File: src/rtl/shift_feeder_if.sv
// Producer-side and shift-register-side signals of the byte feeder.
// The slave modport is the feeder's view; master is the view of whatever drives it.
interface shift_feeder_if #(
   parameter int WIDTH = 8,
   parameter int AW    = 2
);
   logic             wr_en;
   logic [WIDTH-1:0] wr_data;
   logic             flush;
   logic             full;
   logic [AW:0]      count;
   logic             overflow;
   logic             busy;
   logic             load;
   logic [WIDTH-1:0] d_in;

   modport slave (
      input  wr_en, wr_data, flush,
      output full, count, overflow, busy, load, d_in
   );

   modport master (
      output wr_en, wr_data, flush,
      input  full, count, overflow, busy, load, d_in
   );
endinterface

File: src/rtl/shift_feeder.sv
// Small FIFO plus a load/shift sequencer that paces bytes into an external right-shift register.
// Each byte gets one load cycle followed by exactly WIDTH shift cycles.
module shift_feeder #(
   parameter int WIDTH = 8,
   parameter int DEPTH = 4,
   parameter int AW    = 2
) (
   input logic           clock,
   input logic           reset,
   shift_feeder_if.slave bus
);
   localparam int             CW       = (WIDTH > 1) ? $clog2(WIDTH) : 1;
   localparam logic [CW-1:0]  CNT_LAST = CW'(WIDTH - 1);
   localparam logic [AW:0]    CNT_FULL = (AW+1)'(DEPTH);

   typedef enum logic [1:0] {IDLE, LOAD, SHIFT} state_e;

   state_e                      state_q, state_d;
   logic [CW-1:0]               cnt_q, cnt_d;
   logic [DEPTH-1:0][WIDTH-1:0] mem_q, mem_d;
   logic [AW-1:0]               wr_ptr_q, wr_ptr_d;
   logic [AW-1:0]               rd_ptr_q, rd_ptr_d;
   logic [AW:0]                 count_q, count_d;
   logic                        full_q, full_d;
   logic                        overflow_q, overflow_d;
   logic                        busy_q, busy_d;
   logic                        load_q, load_d;
   logic [WIDTH-1:0]            d_in_q, d_in_d;
   logic                        push, pop;

   always_ff @(posedge clock or negedge reset) begin
      if (!reset) begin
         state_q    <= IDLE;
         cnt_q      <= '0;
         mem_q      <= '0;
         wr_ptr_q   <= '0;
         rd_ptr_q   <= '0;
         count_q    <= '0;
         full_q     <= 1'b0;
         overflow_q <= 1'b0;
         busy_q     <= 1'b0;
         load_q     <= 1'b0;
         d_in_q     <= '0;
      end else begin
         state_q    <= state_d;
         cnt_q      <= cnt_d;
         mem_q      <= mem_d;
         wr_ptr_q   <= wr_ptr_d;
         rd_ptr_q   <= rd_ptr_d;
         count_q    <= count_d;
         full_q     <= full_d;
         overflow_q <= overflow_d;
         busy_q     <= busy_d;
         load_q     <= load_d;
         d_in_q     <= d_in_d;
      end
   end

   always_comb begin
      state_d    = state_q;
      cnt_d      = cnt_q;
      mem_d      = mem_q;
      wr_ptr_d   = wr_ptr_q;
      rd_ptr_d   = rd_ptr_q;
      count_d    = count_q;
      overflow_d = overflow_q;
      d_in_d     = d_in_q;
      pop        = 1'b0;

      // Pop decisions look at the registered count, so a write landing on the
      // last shift cycle is picked up one cycle later through IDLE.
      unique case (state_q)
         IDLE: begin
            if (count_q != '0) begin
               pop     = 1'b1;
               state_d = LOAD;
            end
         end
         LOAD: begin
            state_d = SHIFT;
            cnt_d   = '0;
         end
         SHIFT: begin
            if (cnt_q == CNT_LAST) begin
               cnt_d = '0;
               if (count_q != '0) begin
                  pop     = 1'b1;
                  state_d = LOAD;
               end else begin
                  state_d = IDLE;
               end
            end else begin
               cnt_d = cnt_q + CW'(1);
            end
         end
         default: state_d = IDLE;
      endcase

      push = bus.wr_en && !full_q && !bus.flush;
      if (!bus.flush)
         overflow_d = overflow_q | (bus.wr_en & full_q);

      if (bus.flush) begin
         pop      = 1'b0;
         state_d  = IDLE;
         cnt_d    = '0;
         wr_ptr_d = '0;
         rd_ptr_d = '0;
         count_d  = '0;
      end else begin
         if (pop) begin
            d_in_d   = mem_q[rd_ptr_q];
            rd_ptr_d = rd_ptr_q + AW'(1);
         end
         if (push) begin
            mem_d[wr_ptr_q] = bus.wr_data;
            wr_ptr_d        = wr_ptr_q + AW'(1);
         end
         unique case ({push, pop})
            2'b10:   count_d = count_q + (AW+1)'(1);
            2'b01:   count_d = count_q - (AW+1)'(1);
            default: count_d = count_q;
         endcase
      end

      full_d = (count_d == CNT_FULL);
      load_d = (state_d == LOAD);
      busy_d = (state_d != IDLE);
   end

   assign bus.full     = full_q;
   assign bus.count    = count_q;
   assign bus.overflow = overflow_q;
   assign bus.busy     = busy_q;
   assign bus.load     = load_q;
   assign bus.d_in     = d_in_q;
endmodule

File: src/flat_wrapper.sv
// flat-port wrapper written by rule: the top's interface ports become plain ports
module shift_feeder_flat 
#(
   parameter int WIDTH = 8,
   parameter int DEPTH = 4,
   parameter int AW    = 2
)
  (clock, reset, bus_wr_en, bus_wr_data, bus_flush, bus_full, bus_count, bus_overflow, bus_busy, bus_load, bus_d_in);
  shift_feeder_if #(.WIDTH(WIDTH), .AW(AW)) bus_i ();
  input logic clock;
  input logic reset;
  input wire logic [$bits(bus_i.wr_en)-1:0] bus_wr_en;
  input wire logic [$bits(bus_i.wr_data)-1:0] bus_wr_data;
  input wire logic [$bits(bus_i.flush)-1:0] bus_flush;
  output wire logic [$bits(bus_i.full)-1:0] bus_full;
  output wire logic [$bits(bus_i.count)-1:0] bus_count;
  output wire logic [$bits(bus_i.overflow)-1:0] bus_overflow;
  output wire logic [$bits(bus_i.busy)-1:0] bus_busy;
  output wire logic [$bits(bus_i.load)-1:0] bus_load;
  output wire logic [$bits(bus_i.d_in)-1:0] bus_d_in;
  assign bus_i.wr_en = bus_wr_en;
  assign bus_i.wr_data = bus_wr_data;
  assign bus_i.flush = bus_flush;
  assign bus_full = bus_i.full;
  assign bus_count = bus_i.count;
  assign bus_overflow = bus_i.overflow;
  assign bus_busy = bus_i.busy;
  assign bus_load = bus_i.load;
  assign bus_d_in = bus_i.d_in;
  shift_feeder #(.WIDTH(WIDTH), .DEPTH(DEPTH), .AW(AW)) u_core (.clock(clock), .reset(reset), .bus(bus_i));
endmodule
File: config.mk
export PLATFORM = sky130hd
export DESIGN_NAME = shift_feeder_flat
export DESIGN_NICKNAME = d
export VERILOG_FILES = /design/src/rtl/shift_feeder_if.sv /design/src/rtl/shift_feeder.sv /design/src/flat_wrapper.sv
export SDC_FILE = /design/constraint.sdc
export NUM_CORES = 1
export LEC_CHECK = 0
export CORE_MARGIN = 2
export CORE_UTILIZATION = 40
export CTS_CLUSTER_SIZE = 24
export DETAILED_ROUTE_END_ITERATION = 7
export PLACE_DENSITY = 0.68
export SYNTH_ARGS = -nofsm -noshare
export SYNTH_HDL_FRONTEND = slang
export SYNTH_SLANG_ARGS = --single-unit
File: constraint.sdc
create_clock -name clock -period 3.3 [get_ports clock]
set_input_delay 0.66 -clock clock [delete_from_list [all_inputs] [get_ports clock]]
set_output_delay 0.66 -clock clock [all_outputs]
set_load 0.01 [all_outputs]
==> metrics <==
unrepaired setup endpoints after global routing=no; post-route ant nets=0; n_diodes=0; final core occ=0.4725; leakage power=1.284 nW; WL final=4.359 mm; clk_lat worst skew=0.30 ns; core area=0.006241 mm²; final period utilization=0.8923; number of flops mapped to enable cells by yosys=0; vias=1411; WL/cell=15.74 µm; clk buf depth=2; Via density=5.094; most numerous cell in the Yosys netlist=dfrtp_1; syn_nets=190; Critical Path RT=3.48 ns; yosys warns=0; ys flop type=dfrtp_1; Yosys reg bits=56; share of Yosys cell area claimed by the top area cell type=0.5525; Final GP Congestion=0.7460; post-synthesis cell type count=32; number of port buffers=26; max capacitance violation total=0; Worst VDD drop=0.3136 mV; status=complete, no violations; CTS sink cnt=56; die footprint=0.006993 mm²; Fillers=584; path type of the worst setup path=reg -> reg; Fmax=0.3396 GHz; register area=0.001401 mm²; Clock transition at path regs=0.10 ns; Nets=219; critical path data arrival time=3.12 ns; sequential-to-total area share from yosys stat=0.5525; Worst R2R Setup Slack=0.36 ns; Reg-to-Reg Start=u_core.cnt_q[0]; pre-CTS setup slack=0.1598 ns; number of global-route vias before repair=1507; FF-to-FF End=u_core.bus.full; global-route usage over all layers=0.1372; CTS root buf=clkbuf_8; Die Wd=83.63 µm; kind of cell adding the most delay to the critical path=adder cells; CP cell instances=ha_1 -> ha_1 -> nor2b_1 -> nor3_1 -> ha_1 -> fa_1 -> xnor2_1 -> or3_1 -> a2111oi_0; startpoint class of the critical path=flop; Hold WC Path Type=in -> async; DP HPWL=3.100 mm; Syn Inst Count=170; CTS H-tree depth=2; actual slew at the worst max-slew pin=0.6078 ns; DIE HEIGHT=83.63 µm; CP dominant cell by count=ha_1; DR iter-0 viols=49; PostCTS Resize Cnt=0; final hold vios=0; Post-synth top cells=dfrtp_1, mux2_2, mux4_2, nor2_1, ha_1; CP max stage cell=dfrtp_1; total negative slack=0 ns; CTS Hold Buffers Added=0; # IOs=27; final worst slack=0.3555 ns; global-route wire length before repair=7.500 mm; layout cell share with drive strength beyond 1=0.3250; Area growth, synth to finish=16.28%; ys async rst share=1.000; multi-input logic area=0.001051 mm²; slowest cell delay on critical path=0.40 ns; total CTS buffers=5; GRT overflow=0; Initial Utilization=0.4064; synthesized area=0.002536 mm²; initial antenna violation count=0; Setup violations, final=0; PD cells=873.2 mW/mm²; row cnt=29; ranking of synthesized cells by area=dfrtp_1, mux2_2, mux4_2, ha_1, and2_1; Slew Limit Fails=0; area leader, netlist=dfrtp_1; Layout Skew=0.009532 ns; Buf/Inv on CP=0; largest net degree at the start of global routing=30; Slew Limit Headroom=0.5948; R2R depth=9; Setup crit end kind=flop; First-pass DRT Iterations=4; Post-CTS Setup Bufs=0; Final min period=2.945 ns; TritonCTS clock tree=done; residual DRC count=0; Syn Area/Cell=14.92 µm²; Worst Path Max Fanout=6
-- logic make-up after synthesis --
family / count (synthesis) / synth area share
DFF: 56 / 0.5525
muxes: 52 / 0.2649
and+or+nand+nor: 26 / 0.06561
buffers and inverters: 14 / 0.03305
AOI/OAI and AO/OA: 10 / 0.02762
adders and majority gates: 8 / 0.04243
xor gates and xnor gates: 4 / 0.01382
-- state kept, by name (all words and copies together) (netlist names) --
| register | count |
|---|---|
| u_core.bus.busy | 1 |
| u_core.bus.count | 3 |
| u_core.bus.d_in | 8 |
| u_core.bus.full | 1 |
| u_core.bus.load | 1 |
| u_core.bus.overflow | 1 |
| u_core.cnt_q | 3 |
| u_core.mem_q | 32 |
| u_core.rd_ptr_q | 2 |
| u_core.state_q | 2 |
| u_core.wr_ptr_q | 2 |
-- where the power goes --
part	leakage, nW	internal (mW)	total [mW]	switching (mW)
Sequential	0.712	0.985	1.20	0.219
Combinational	0.531	0.640	1.00	0.362
Clock	0.0414	0.152	0.370	0.218
-- per-layer routing --
layer | part of all wire | wire length, µm | track usage
met2 | 0.52 | 2265 | 0.2276
met1 | 0.45 | 1956 | 0.1792
met5 | 0 | 0 | 0
met4 | 0.011 | 48 | 0.04839
met3 | 0.020 | 89 | 0.02868
-- layout by cell type (no fill, tap or decap), types with 3 or more instances in the layout --
master / Yosys / layout
mux2_2: 41 / 41
nor2b_1: 4 / 4
mux2i_1: 3 / 3
nor2_1: 8 / 8
clkbuf_8: 0 / 5
and2_1: 5 / 5
buf_4: 4 / 5
clkdlybuf4s50_1: 0 / 25
ha_1: 7 / 7
xnor2_1: 3 / 3
mux4_2: 8 / 8
inv_1: 5 / 5
dfrtp_1: 56 / 56
-- metrics by stage --
| stage | hold WS (ns) | cells | cell area [µm²] | power, mW |
|---|---|---|---|---|
| floorplan | 0.3644 | 170 | 2536 | 1.895 |
| global placement | 0.4521 | 269 | 2860 | 2.201 |
| detailed placement | 0.4619 | 269 | 2860 | 2.242 |
| CTS | 0.3597 | 277 | 2949 | 2.615 |
| global route | 0.3731 | 277 | 2949 | 2.770 |
| finish | 0.3498 | 277 | 2949 | 2.575 |
-- worst max path at each step --
stage                    start  cells past startpoint  slack, ns         endpoint
2_1_floorplan  u_core.cnt_q[0]                      9       0.59  u_core.bus.full
3_5_place_dp         bus_wr_en                      8       0.16  u_core.bus.full
6_report       u_core.cnt_q[0]                      9       0.36  u_core.bus.full
3_3_place_gp         bus_wr_en                      8       0.27  u_core.bus.full
5_1_grt        u_core.cnt_q[0]                      9       0.13  u_core.bus.full
4_1_cts        u_core.cnt_q[0]                      9       0.34  u_core.bus.full
-- cell type report --
| class | instances | area share |
|---|---|---|
| clock buffer | 6 | 0.02461 |
| clock inverter | 2 | 0.005515 |
| tap | 77 | 0.03267 |
| inverter | 5 | 0.006364 |
| sequential | 56 | 0.4752 |
| multi-input combinational | 100 | 0.3564 |
| timing repair buffer | 31 | 0.09928 |
Note: power is estimated with default switching activity, not from simulation.
==> edit, RTL diff (same settings) <==
Encoding of `state_e`: now one-hot (3 bits for 3 states).
--- a/src/rtl/shift_feeder.sv
+++ b/src/rtl/shift_feeder.sv
@@ -13,7 +13,7 @@
    localparam logic [CW-1:0]  CNT_LAST = CW'(WIDTH - 1);
    localparam logic [AW:0]    CNT_FULL = (AW+1)'(DEPTH);
 
-   typedef enum logic [1:0] {IDLE, LOAD, SHIFT} state_e;
+   typedef enum logic [2:0] {IDLE = 3'b001, LOAD = 3'b010, SHIFT = 3'b100} state_e;
 
    state_e                      state_q, state_d;
    logic [CW-1:0]               cnt_q, cnt_d;
Behaviour: no difference found for any inputs over 10 cycles, from zero or initial values and one cycle with reset low; not proved beyond that.
==> edit against the unedited design <==
Cell area grew 7.4%; largest power group unchanged; critical path type unchanged; synthesized cell count up 7.1%; worst setup slack improved by 0.37 ns; global-route usage rose by 0.89 points; critical path depth is the same; die area is 3.6% higher; wire length rose by 8.2%; maximum frequency up 15%; sequential cell count up 1; clock skew down 0.0038 ns; area after synthesis grew 3.8%; power rose by 15%.
==> edit: results (changes against the unedited design) <==
Place
  • Routability congestion estimate: 0.7555 (was 0.7460)
  • Pre-CTS setup slack: 0.4579 ns (was 0.1598 ns)
  • Detail Placement HPWL: 3.207 mm (was 3.100 mm)

Final layout
  • Layout cells sized above 1: 34.10% (was 32.50%)
  • Nets: 232 (was 219)
  • Fill cells: 533 (was 584)

Worst setup path
  • Crit path arrival time: 2.79 ns (was 3.12 ns)
  • CP max stage delay: 0.42 ns (was 0.40 ns)
  • Crit-path slowest cell: fa_1 (was dfrtp_1)

Clocking
  • Num CTS Buffers: 9 (was 5)
  • Clk slew on worst S/H paths: 0.07 ns (was 0.10 ns)
  • Worst skew pair latency: 0.33 ns (was 0.30 ns)

Synthesis
  • Sequential-to-total area share from yosys stat: 54.23% (was 55.25%)
  • Area contributors post-synth: dfrtp_1 53%, mux2_2 17%, mux4_4 5.7%, ha_1 3.3%, nor2_1 1.9% (was dfrtp_1 55%, mux2_2 18%, mux4_2 7.1%, ha_1 3.5%, and2_1 1.2%)
  • Post-synth top cells: 56 x dfrtp_1, 39 x mux2_2, 13 x nor2_1 (was 56 x dfrtp_1, 41 x mux2_2, 8 x mux4_2, 8 x nor2_1, 7 x ha_1)
  • Post-Synthesis Net Count: 202 (was 190)
  • Synth cell types: 35 (was 32)

Global route
  • Gr usage total: 14.61% (was 13.72%)
  • Vias in the first global route: 1604 (was 1507)

Routing
  • Met2 wire len: 2.351 mm (was 2.265 mm)
  • Via count: 1533 (was 1411)
  • M1 WL: 2.102 mm (was 1.956 mm)

STA
  • Min Hold Slack: 0.3843 ns (was 0.3498 ns)

Status
  • Run status: finished, final reports clean (unchanged)

Pwr
  • P_leak: 1.429 nW (was 1.284 nW)
[edit: cell types whose count changed in the layout (fill, tap and decap cells not counted), sizes merged, moves of 3 or more]
| cell | change |
|---|---|
| nor2b | -4 |
| clkbuf | +5 |
| a21oi | +3 |
| nor2 | +5 |
| inv | +3 |
[edit: worst register-to-register path, cell delays in order (launching register included)]
cell	delay, ns
dfrtp_1	0.40
ha_1	0.18
ha_1	0.23
nand3b_4	0.11
a211oi_4	0.39
ha_1	0.27
fa_1	0.42
mux2i_1	0.14
nor2_1	0.07
nor4_1	0.25
[edit: power breakdown]
group | switching, mW | total, mW | internal [mW]
registers | 0.225 | 1.23 | 1.00
clock network | 0.268 | 0.712 | 0.444
logic | 0.369 | 1.03 | 0.661
total | 0.861 | 2.97 | 2.11
[edit: kinds of logic after synthesis]
| group | share of synthesized area, % |
|---|---|
| AOI/OAI and AO/OA | 4.705 |
| DFF | 54.23 |
| buffers and inverters | 3.375 |
| adders and majority gates | 4.087 |
| muxes | 25.43 |
| and+or+nand+nor | 6.178 |
| xor gates and xnor gates | 1.996 |
[edit: routing by layer]
layer  GRT usage (%)  vias to the layer above
li1                -                      707
met1           18.73                      785
met2           22.59                       35
met3           3.016                        6
met4           9.380                        0
met5               0                        -
[edit: final cells by class]
| class | instances | share of cell area (%) |
|---|---|---|
| repair buffers | 29 | 8.768 |
| well taps | 77 | 3.041 |
| multi-input cells | 107 | 35.23 |
| clock inverters | 5 | 2.488 |
| clock buffers | 11 | 4.463 |
| inverters | 8 | 0.9479 |
| flip-flops and latches | 57 | 45.06 |
[edit: how the worst max path moves through the flow]
stage	start	to	slack (ns)	depth (start not counted)
5_1_grt	u_core.cnt_q[0]	u_core.bus.full	0.51	9
4_1_cts	u_core.cnt_q[0]	u_core.bus.full	0.74	9
6_report	u_core.cnt_q[0]	u_core.bus.full	0.73	9
3_3_place_gp	bus_wr_en	u_core.bus.full	0.58	10
2_1_floorplan	u_core.cnt_q[0]	u_core.bus.full	0.99	9
3_5_place_dp	bus_wr_en	u_core.bus.full	0.46	10
[edit: per-stage QoR]
stage                     cells  cell area, um2  power [mW]  util, %
after global placement      278            2948       2.241    46.42
after global routing        294            3168       3.149    49.89
after CTS                   294            3168       3.008    49.89
after detailed placement    278            2948       2.284    46.42
after floorplan             182            2633       1.957        -
final                       294            3168       2.969    49.89
